$ cat config.mk
export PLATFORM = sky130hd
export DESIGN_NAME = lcd_bcd_display
export DESIGN_NICKNAME = d
export VERILOG_FILES = /design/src/rtl/lcd_bcd_display.sv
export SDC_FILE = /design/constraint.sdc
export NUM_CORES = 1
export LEC_CHECK = 0
export CAP_MARGIN = 20
export CORE_ASPECT_RATIO = 1.1
export CORE_MARGIN = 1.5
export CORE_UTILIZATION = 45
export CTS_BUF_LIST = sky130_fd_sc_hd__clkbuf_4 sky130_fd_sc_hd__clkbuf_8
export CTS_CLUSTER_DIAMETER = 50
export DETAILED_ROUTE_END_ITERATION = 12
export GPL_TIMING_DRIVEN = 0
export PLACE_DENSITY = 0.69
export SYNTH_ARGS = -nofsm -noshare
export SYNTH_HDL_FRONTEND = slang
export SYNTH_SLANG_ARGS = --single-unit
$ cat constraint.sdc
create_clock -name clk -period 2.8 [get_ports clk]
set_input_delay 0.28 -clock clk [delete_from_list [all_inputs] [get_ports clk]]
set_output_delay 0.28 -clock clk [all_outputs]
set_load 0.01 [all_outputs]
$ cat src/rtl/lcd_bcd_display.sv
// HD44780-style LCD writer: runs the power-up init sequence, then redraws a row of
// BCD digits (optionally with leading-zero blanking) from a snapshot on each update request.
module lcd_bcd_display #(
  parameter int NUM_DIGITS = 4,
  parameter int CLK_DIV    = 50000,
  parameter bit BLANK_LZ   = 1'b0
) (
  input  logic                    clk,
  input  logic                    reset,
  input  logic [4*NUM_DIGITS-1:0] digits,
  input  logic                    update,
  output logic                    ready,
  output logic                    busy,
  output logic                    done,
  output logic                    E_out,
  output logic                    RW_out,
  output logic                    RS_out,
  output logic [7:0]              DB_out
);

  // state    | meaning
  // POWERUP  | 20-tick wait after reset before touching the LCD
  // INIT_WR  | init command writes (0x38, 0x0C, 0x01, 0x06), idx selects the command
  // CLR_WAIT | 2-tick settle after the clear-display command
  // IDLE     | ready, waiting for update or a pending request
  // ADDR_WR  | DDRAM address 0x80 write
  // DATA_WR  | one character per digit, idx counts down from the leftmost digit
  // DONE     | single-cycle frame-complete pulse
  typedef enum logic [2:0] {
    POWERUP, INIT_WR, CLR_WAIT, IDLE, ADDR_WR, DATA_WR, DONE
  } state_t;

  state_t                  state, state_nxt;
  logic [19:0]             div;
  logic                    tick;
  logic [1:0]              phase, phase_nxt;
  logic [3:0]              idx, idx_nxt;
  logic [4:0]              tcnt, tcnt_nxt;
  logic [4*NUM_DIGITS-1:0] snap, snap_nxt;
  logic                    pending, pending_nxt;
  logic                    launch, wr_state, wr_last;
  logic [NUM_DIGITS-1:0]   lz;
  logic [3:0]              cur;
  logic                    blank;
  logic [7:0]              char_code;

  assign tick = (div == 20'(CLK_DIV - 1));

  always_ff @(posedge clk) begin
    if (reset) begin
      div     <= '0;
      state   <= POWERUP;
      phase   <= '0;
      idx     <= '0;
      tcnt    <= '0;
      snap    <= '0;
      pending <= 1'b0;
    end else begin
      div     <= tick ? '0 : div + 20'd1;
      state   <= state_nxt;
      phase   <= phase_nxt;
      idx     <= idx_nxt;
      tcnt    <= tcnt_nxt;
      snap    <= snap_nxt;
      pending <= pending_nxt;
    end
  end

  assign wr_state = (state == INIT_WR) || (state == ADDR_WR) || (state == DATA_WR);
  assign wr_last  = wr_state && tick && (phase == 2'd2);

  always_comb begin
    state_nxt   = state;
    phase_nxt   = phase;
    idx_nxt     = idx;
    tcnt_nxt    = tcnt;
    snap_nxt    = snap;
    pending_nxt = pending;
    launch      = 1'b0;
    if (update && state != IDLE) pending_nxt = 1'b1;
    if (wr_state && tick) phase_nxt = (phase == 2'd2) ? 2'd0 : phase + 2'd1;
    case (state)
      POWERUP: if (tick) begin
        if (tcnt == 5'd19) begin
          state_nxt = INIT_WR;
          idx_nxt   = '0;
          phase_nxt = '0;
        end else begin
          tcnt_nxt = tcnt + 5'd1;
        end
      end
      INIT_WR: if (wr_last) begin
        if (idx == 4'd2) begin
          state_nxt = CLR_WAIT;
          tcnt_nxt  = '0;
          idx_nxt   = 4'd3;
        end else if (idx == 4'd3) begin
          state_nxt = IDLE;
        end else begin
          idx_nxt = idx + 4'd1;
        end
      end
      CLR_WAIT: if (tick) begin
        if (tcnt == 5'd1) state_nxt = INIT_WR;
        else tcnt_nxt = tcnt + 5'd1;
      end
      IDLE: launch = update || pending;
      ADDR_WR: if (wr_last) begin
        state_nxt = DATA_WR;
        idx_nxt   = 4'(NUM_DIGITS - 1);
      end
      DATA_WR: if (wr_last) begin
        if (idx == 4'd0) state_nxt = DONE;
        else idx_nxt = idx - 4'd1;
      end
      DONE: begin
        // an update arriving in DONE chains straight into the next frame
        launch    = update || pending;
        state_nxt = IDLE;
      end
      default: state_nxt = POWERUP;
    endcase
    if (launch) begin
      state_nxt   = ADDR_WR;
      snap_nxt    = digits;
      pending_nxt = 1'b0;
      phase_nxt   = '0;
    end
  end

  always_comb begin
    logic above;
    above = 1'b1;
    lz    = '0;
    cur   = '0;
    blank = 1'b0;
    for (int i = NUM_DIGITS - 1; i >= 0; i--) begin
      above = above && (snap[4*i +: 4] == 4'd0);
      lz[i] = above;
    end
    for (int i = 0; i < NUM_DIGITS; i++) begin
      if (idx == 4'(i)) begin
        cur   = snap[4*i +: 4];
        blank = lz[i] && (i != 0);
      end
    end
    if (BLANK_LZ && blank) char_code = 8'h20;
    else if (cur <= 4'd9)  char_code = {4'h3, cur};
    else                   char_code = 8'h2D;
  end

  always_comb begin
    ready  = (state == IDLE) || (state == ADDR_WR) || (state == DATA_WR) || (state == DONE);
    busy   = (state != IDLE);
    done   = (state == DONE);
    RW_out = 1'b0;
    E_out  = wr_state && (phase == 2'd1);
    RS_out = 1'b0;
    DB_out = 8'h00;
    case (state)
      INIT_WR: case (idx[1:0])
        2'd0:    DB_out = 8'h38;
        2'd1:    DB_out = 8'h0C;
        2'd2:    DB_out = 8'h01;
        default: DB_out = 8'h06;
      endcase
      ADDR_WR: DB_out = 8'h80;
      DATA_WR: begin
        RS_out = 1'b1;
        DB_out = char_code;
      end
      default: DB_out = 8'h00;
    endcase
  end

endmodule

# Word level (Yosys, flattened, before mapping)
# Index checks and enable logic that the tools add are counted.
# word_totals
register_bits,51
inputBits,19
out_inout_bits,14
word_cells,120
# classes
addsub,5
magnitude_cmp,1
eq_ne,41
mux,42
bitwise,1
reduce_logical,22
# ops
operator,count
4-bit two-way mux,12
5-bit two-way mux,7
3-bit two-way mux,11
3-bit inequality test (second input constant),9
2-bit inequality test (second input constant),12
8-bit one-hot mux with 3 select lines,1
3-bit one-hot mux with 7 select lines,1
20-bit by 1-bit adder with 20-bit output (second input constant),1
20-bit by 16-bit == test with 1-bit output (second input constant),1
10-bit AND reduction,2
6-bit one-hot mux with 3 select lines,1
4-bit one-hot mux with 4 select lines,1
5-bit one-hot mux with 3 select lines,1
2-bit two-way mux,5
3-bit == test (second input constant),3
4-bit by 2-bit == test with 1-bit output (second input constant),2
8-bit AND reduction,1
7-bit AND reduction,1
3-bit by 2-bit == test with 1-bit output (second input constant),2
1-bit logical OR,6
2-bit OR reduction,3
5-bit by 1-bit adder with 5-bit output (second input constant),1
5-bit by 1-bit == test with 1-bit output (second input constant),1
5-bit == test (second input constant),1
other kinds (20),26

# Longest topological paths before layout
# Gate-level depths: netlist of the first run.
# logic_depth
ltp_word,8
ltp_mapped,8
ltp_nobuf,7

# Least setup slack after synthesis of the first run
# Ideal clock, no wire load.
# synth_path
path_type,flip-flop to output port
from,register idx[1]
to,output DB_out[2]
arrival_ns,1.934
required_time_ns,2.520
setup_slack_ns,0.586
path_stages_with_launch,9
n_path_buf,1
path_cell_list,dfxtp_1 > inv_1 > ha_1 > clkbuf_1 > nand3b_1 > a221oi_1 > o21ai_0 > o21a_1 > o21ai_0
# synth_via
elab_chain_len,8
elab_cells_between_ends,15
classes_between,order compare: 1; eq/ne: 5; mux: 7; reduce/logical: 2
# synth_rtl
element,line_no,text
start: declaration,37,"logic [3:0] idx, idx_nxt;"
start signal: assignment,62,idx <= idx_nxt;
4-bit logical NOT,142,if (idx == 4'(i)) begin
4-bit two-way mux (4 in series),142,
4-bit <= comparator,148,"else if (cur <= 4'd9) char_code = {4'h3, cur};"
5-bit two-way mux,148,
8-bit one-hot mux with 3 select lines (*),160,case (state)
end: declaration,18,output logic [7:0] DB_out
# Mark *: on every way between the ends. The rest lies on a longest branch, timed or not.

# Worst setup path in the final report of the first run
# layout_path
from,register idx[1]
to,output DB_out[0]
# The elaborated chain is that of the path after synthesis.

==> results of run 1 <==
[flip-flops by register name (all words and copies together), names as in the netlist]
name / cells
state: 3
div: 20
phase: 2
tcnt: 5
idx: 4
pending: 1
snap: 16
[cell usage in the layout (no fill, tap or decap), types with 4 or more instances in the layout]
cell,Yosys,layout
inv_1,12,12
nand2_1,46,46
clkbuf_8,0,5
nor3_1,6,6
dfxtp_1,51,49
o21ai_0,31,29
ha_1,10,8
and3_1,6,6
xor2_1,11,11
xnor2_1,8,8
nand3_1,20,20
o21ai_1,2,4
nand4_1,7,7
nor2_1,34,34
a21oi_1,24,24
a31oi_1,4,4
clkdlybuf4s50_1,0,25
buf_4,8,13
a211oi_1,6,6
nor4_1,4,4
clkbuf_1,12,9
[power groups by stage]
stage	sequential, mW	combinational [mW]	clock (mW)
after floorplan	0.750	0.0233	0
after global placement	0.751	0.0548	0
after detailed placement	0.751	0.0550	0
after CTS	0.732	0.0552	0.490
after global routing	0.733	0.0607	0.521
final	0.732	0.0547	0.479
[layer usage]
| metal | vias up | global-route usage |
|---|---|---|
| met2 | 60 | 0.3522 |
| met1 | 1325 | 0.3086 |
| met3 | 6 | 0.03958 |
| met5 | - | 0 |
| li1 | 1404 | - |
| met4 | 0 | 0.05486 |
[cells in the mapped netlist, types with 3 or more instances]
cell and count:
a2111oi_0 3, a211oi_1 6, a21oi_1 24, a31oi_1 4
and2_1 3, and3_1 6, buf_4 8, clkbuf_1 12
dfxtp_1 51, ha_1 10, inv_1 12, mux2i_1 3
nand2_1 46, nand3_1 20, nand3b_1 3, nand4_1 7
nor2_1 34, nor3_1 6, nor3b_1 4, nor4_1 4
nor4b_1 3, o21ai_0 31, xnor2_1 8, xor2_1 11
[final timing paths]
kind | to | slack, ns | startpoint | cells past startpoint
worst min register to register | div[0]$_SDFF_PP0_ | 0.48 | div[0]$_SDFF_PP0_ | 1
worst min-delay path | div[0]$_SDFF_PP0_ | 0.48 | div[0]$_SDFF_PP0_ | 1
worst max register to register | tcnt[3]$_SDFFE_PP0P_ | 0.35 | idx[2]$_SDFFE_PP0P_ | 6
worst max-delay path | DB_out[0] | 0.09 | idx[1]$_SDFFE_PP0P_ | 8
[cells by family (layout without fill, tap and decap cells)]
| kind of cell | count (synthesis) | count (layout) | synth area share |
|---|---|---|---|
| compound gates | 93 | 93 | 0.1980 |
| xor+xnor | 19 | 19 | 0.05674 |
| fa+ha+maj | 10 | 10 | 0.04266 |
| buf+inv | 36 | 75 | 0.05972 |
| flops | 51 | 51 | 0.3481 |
| mux | 4 | 4 | 0.01408 |
| other cells | 1 | 2 | 0.001279 |
| simple gates | 156 | 156 | 0.2794 |
[final cells by class]
| type | count | area [µm²] | area share |
|---|---|---|---|
| Inverter | 13 | 48.80 | 0.01391 |
| Timing Repair Buffer | 34 | 330.3 | 0.09415 |
| Clock inverter | 3 | 31.28 | 0.008916 |
| Sequential cell | 51 | 1028 | 0.2932 |
| Tap cell | 80 | 100.1 | 0.02853 |
| Multi-Input combinational cell | 284 | 1783 | 0.5082 |
| Buffer | 20 | 117.6 | 0.03352 |
| Clock buffer | 5 | 68.82 | 0.01961 |
[through the flow]
step	worst slack [ns]	setup TNS, ns	instance area (µm²)	cells	hold slack, ns
global placement	-0.1282	-0.2025	3337	481	0.4386
global route	-0.01961	-0.03096	3508	490	0.5040
CTS	0.009539	0	3511	492	0.4798
detailed placement	-0.1562	-0.3158	3337	481	0.4552
floorplan	0.5863	0	2937	371	0.4160
finish	0.09325	0	3508	490	0.4773
[what timing repair did]
item	4_1_cts	5_1_grt
setup buffers	4	0
pin swaps	2	1
resized for setup	20	3
setup endpoints to repair	5	3
==> results_dict.tcl, run 1 <==
set metrics [dict create \
    yosysTopAreaCell "dfxtp_1" \
    antenna_violating_nets_post_route 0 \
    insertion_delay_ns 0.31 \
    diodes 0 \
    async_flop_share 0 \
    met1Wirelength_mm 3.504 \
    achievable-frequency_mhz 369.4 \
    top_layer_used "met4" \
    cts_inserted_buffers 5 \
    routed_wire_length_per_instance_um 14.79 \
    clock_tree_from_tritoncts "built" \
    cp.arrival_ns 2.43 \
    rsz0062_at_grt "yes" \
    synth_edf_count 0 \
    maxCapViolCount 0 \
    timing.critical_path.from_type "register" \
    p_comb_frac 0.043 \
    postRouteWirelength_mm 7.246 \
    route.met3.wl_um 369 \
    postSynthAreaPerCell_um2 7.927 \
    vdd_ir_drop_max_mv 0.2725 \
    timing.critical_path.buf_inv 2 \
    final_core_utilization 0.5631 \
    grt_pass1_vias 2642 \
    dominantRegCellSynth "dfxtp_1" \
    timing_max_transition_violations_final 0 \
    antenna_found_initial 0 \
    net-switching-power_mw 0.3147 \
    final_hold_violation_count 0 \
    power_leakage_nw 1.214 \
    cts_hold_buf 0 \
    starting_density 0.4707 \
    synthCells 370 \
    yosys.cell_types.count 64 \
    detailed_place_hpwl_mm 5.316 \
    power.sequential.fraction 0.578 \
    switching_share 0.2485 \
    design.die.area_mm2 0.007011 \
    internal_power_mw 0.9517 \
    drt-pass1-iter-count 4 \
    final_nets 438 \
    drc 0 \
    boundaryPins 33 \
    clock_sinks 51 \
    clk_network_pwr_share 0.379 \
    routabilityCongestion 0.8416 \
    drive_gt1_frac 0.1000 \
    synth.yosys.seq_area_share 0.3481 \
    path_delay_family "compound AO/OA/AOI/OAI gates" \
    critPathSlowestCell "dfxtp_4" \
    grt_max_degree 20 \
    yosys-top-cells-area "dfxtp_1, nand2_1, o21ai_0, nor2_1, ha_1" \
    crit_chain "inv_1 > ha_2 > and3b_1 > a211oi_1 > o31ai_1 > and3_1 > a221o_1 > dlygate4sd2_1" \
    endpoint_kind "output pin" \
    timing.hold.worst.class "reg2reg" \
    fp-row-count 30 \
    area.growth.synth_to_final_pct 19.62 \
    die_h_um 87.67 \
    coreArea_mm2 0.006231 \
    setup_viol 0 \
    status "complete, no violations" \
    max_slew_margin 0.5464 \
    met2RoutedLength_mm 3.313 \
    worst_slew_pin_slew_ns 0.6733 \
    timing.clock.skew_ns 0.007860 \
    totalPowerFinal_mw 1.266 \
    port_buffers 30 \
    critPathMaxFanout 10 \
    clk_root_buffer_cell "clkbuf_8" \
    clk_pin_slew_worst_paths_ns 0.11 \
    finalCritPeriodShare 0.9667 \
    max_clock_buf_depth 2 \
    detail_route.iter0.violations 180 \
    grt_overflow_total 0 \
    power_density_cells_mw_per_mm2 361.0 \
    grt_util_all_layers 0.2207 \
    chipWidth_um 79.98 \
    post-route-min-period_ns 2.707 \
    critical_path.max_stage_delay_ns 0.40 \
    route.vias.total 2795 \
    post_synthesis_instance_area_mm2 0.002933 \
    grt_pass1_wl_mm 12.33 \
    yosysWarningCount 0 \
    ys_ff_latch 51 \
    vias_per_cell 5.704 \
    layout.filler_cells 600 \
    worst_ep_required_time_ns 2.52 \
    path_class "reg2out" \
    yosys.area.top_type_share 0.3481 \
    h-tree-depth 2 \
]
Power figures use the tool's default switching activity.
==> run 2: changes to the inputs <==
- PLACE_DENSITY: 0.69 -> 0.68
==> results_dict.tcl, run 2 (synthesis results as in run 1) <==
set metrics [dict create \
    power_density_cells_mw_per_mm2 349.5 \
    vias_per_cell 5.743 \
    routed_wire_length_per_instance_um 14.51 \
    cp-endpoint "DB_out[0]" \
    drt-pass1-iter-count 5 \
    timing_max_transition_violations_final 0 \
    critical_path.max_stage_delay_ns 0.42 \
    r2r-start "idx[2]$_SDFFE_PP0P_" \
    grt_pass1_wl_mm 12.08 \
    cts_inserted_buffers 5 \
    worstRegToRegCells 6 \
    setup_viol 0 \
    drive_gt1_frac 0.09512 \
    cts_hold_buf 0 \
    clk_root_buffer_cell "clkbuf_8" \
    clock_sinks 51 \
    clk_pin_slew_worst_paths_ns 0.10 \
    rsz0062_at_grt "no" \
    insertion_delay_ns 0.31 \
    drc 0 \
    maxCapViolCount 0 \
    largest-register "div" \
    starting_density 0.4707 \
    final.setup.tns_ns 0 \
    diodes 0 \
    post-route-min-period_ns 2.642 \
    grt_util_all_layers 0.2164 \
    design.die.area_mm2 0.007011 \
    final_cell_mix "dfxtp_1, nand2_1, nor2_1" \
    layout.cells.most_common "dfxtp_1" \
    cells_after_dpl 481 \
    achievable-frequency_mhz 378.5 \
    path_class "reg2out" \
    status "complete, no violations" \
    routabilityCongestion 0.8760 \
    area.growth.synth_to_final_pct 19.62 \
    endpoint_kind "output pin" \
    fin_cells 490 \
    final_nets 438 \
    rrSetupSlack_ns 0.44 \
    hold_ws_ns 0.4703 \
    timing.clock.skew_ns 0.006225 \
    worst_ep_required_time_ns 2.52 \
    boundaryPins 33 \
    coreArea_mm2 0.006231 \
    die_h_um 87.67 \
    max_clock_buf_depth 2 \
    h-tree-depth 2 \
    power_leakage_nw 1.221 \
    grt_pass1_vias 2565 \
    detailed_place_hpwl_mm 5.273 \
    postRouteWirelength_mm 7.110 \
    critPathMaxFanout 10 \
    route.vias.total 2814 \
    hold_path_depth 1 \
    critPathSlowestCell "dfxtp_4" \
    clock_tree_from_tritoncts "built" \
    crit_start "idx[1]$_SDFFE_PP0P_" \
    timing.hold.worst.class "reg2reg" \
    chipWidth_um 79.98 \
    grt_max_degree 18 \
    max_slew_margin 0.5472 \
    port_buffers 30 \
    crit_chain "ha_1 > clkbuf_1 > a2111oi_2 > a32oi_1 > a21oi_2 > a221o_1 > dlygate4sd2_1" \
    biggestRegsByFlops "div (20), snap (16), tcnt (5)" \
    detail_route.iter0.violations 200 \
    fp-row-count 30 \
    vdd_ir_drop_max_mv 0.3720 \
    timing.critical_path.from_type "register" \
    worst_slew_pin_slew_ns 0.6752 \
    largest_register_ff_count 20 \
    cp.arrival_ns 2.36 \
    r2r-end "tcnt[3]$_SDFFE_PP0P_" \
    antenna_found_initial 0 \
    final_hold_violation_count 0 \
    antenna_violating_nets_post_route 0 \
    finalCritPeriodShare 0.9436 \
    grt_overflow_total 0 \
    finalWorstSetupSlack_ns 0.1579 \
    detailedPlace.worstSlack_ns -0.1161 \
]
==> run 2: layer usage <==
metal | global-route usage | vias to the layer above | wire (µm)
met5 | 0 | - | 0
met4 | 0.07524 | 0 | 130
li1 | - | 1407 | -
met3 | 0.03229 | 9 | 320
met2 | 0.3675 | 66 | 3560
met1 | 0.2795 | 1332 | 3098
==> run 2: worst min path at each step <==
stage / startpoint / endpoint / slack (ns)
finish: div[0]$_SDFF_PP0_ / div[0]$_SDFF_PP0_ / 0.47
global placement: div[0]$_SDFF_PP0_ / div[0]$_SDFF_PP0_ / 0.44
detailed placement: div[0]$_SDFF_PP0_ / div[0]$_SDFF_PP0_ / 0.46
global route: div[0]$_SDFF_PP0_ / div[0]$_SDFF_PP0_ / 0.50
CTS: snap[4]$_SDFFE_PP0P_ / snap[4]$_SDFFE_PP0P_ / 0.48
floorplan: digits[0] / snap[0]$_SDFFE_PP0P_ / 0.42
==> run 2: metrics by stage <==
stage / cell area (µm²) / util / power (mW)
finish: 3508 / 0.5631 / 1.226
global route: 3508 / 0.5631 / 1.277
CTS: 3507 / 0.5629 / 1.242
detailed placement: 3337 / 0.5355 / 0.8062
global placement: 3337 / 0.5355 / 0.8059
floorplan: 2937 / - / 0.7731
==> run 2: final cells by class <==
| class | instances | area, µm² |
|---|---|---|
| inverters | 13 | 48.80 |
| multi-input cells | 284 | 1797 |
| plain buffers | 21 | 121.4 |
| clock inverters | 3 | 23.77 |
| repair buffers | 33 | 320.3 |
| clock buffers | 5 | 68.82 |
| fillers | 631 | 2723 |
| well taps | 80 | 100.1 |
| flip-flops and latches | 51 | 1028 |
==> run 2: what timing repair did <==
item                                    CTS  global route
pin swaps                                 2             3
gates resized for setup                  20             2
endpoints found under the setup margin    5             3
buffers inserted                          3             0
==> run 2: critical path, delay by kind of cell, from the launching register on <==
kind,cells,cell delay (ns)
buffers and inverters,2,0.68
adder cells (fa/ha/maj),1,0.19
flip-flops,1,0.42
AO/OA/AOI/OAI,4,0.77
==> run 2: where the power goes <==
part           internal [mW]  total, mW  switching [mW]
Sequential             0.728      0.732         0.00418
Combinational         0.0315     0.0555          0.0240
Clock                  0.181      0.439           0.258
==> run 3: changes to the inputs <==
- ABC_CLOCK_PERIOD_IN_PS: default -> 2800
==> results of run 3 <==
Final layout, timing and power as in run 2 (identical DEF).
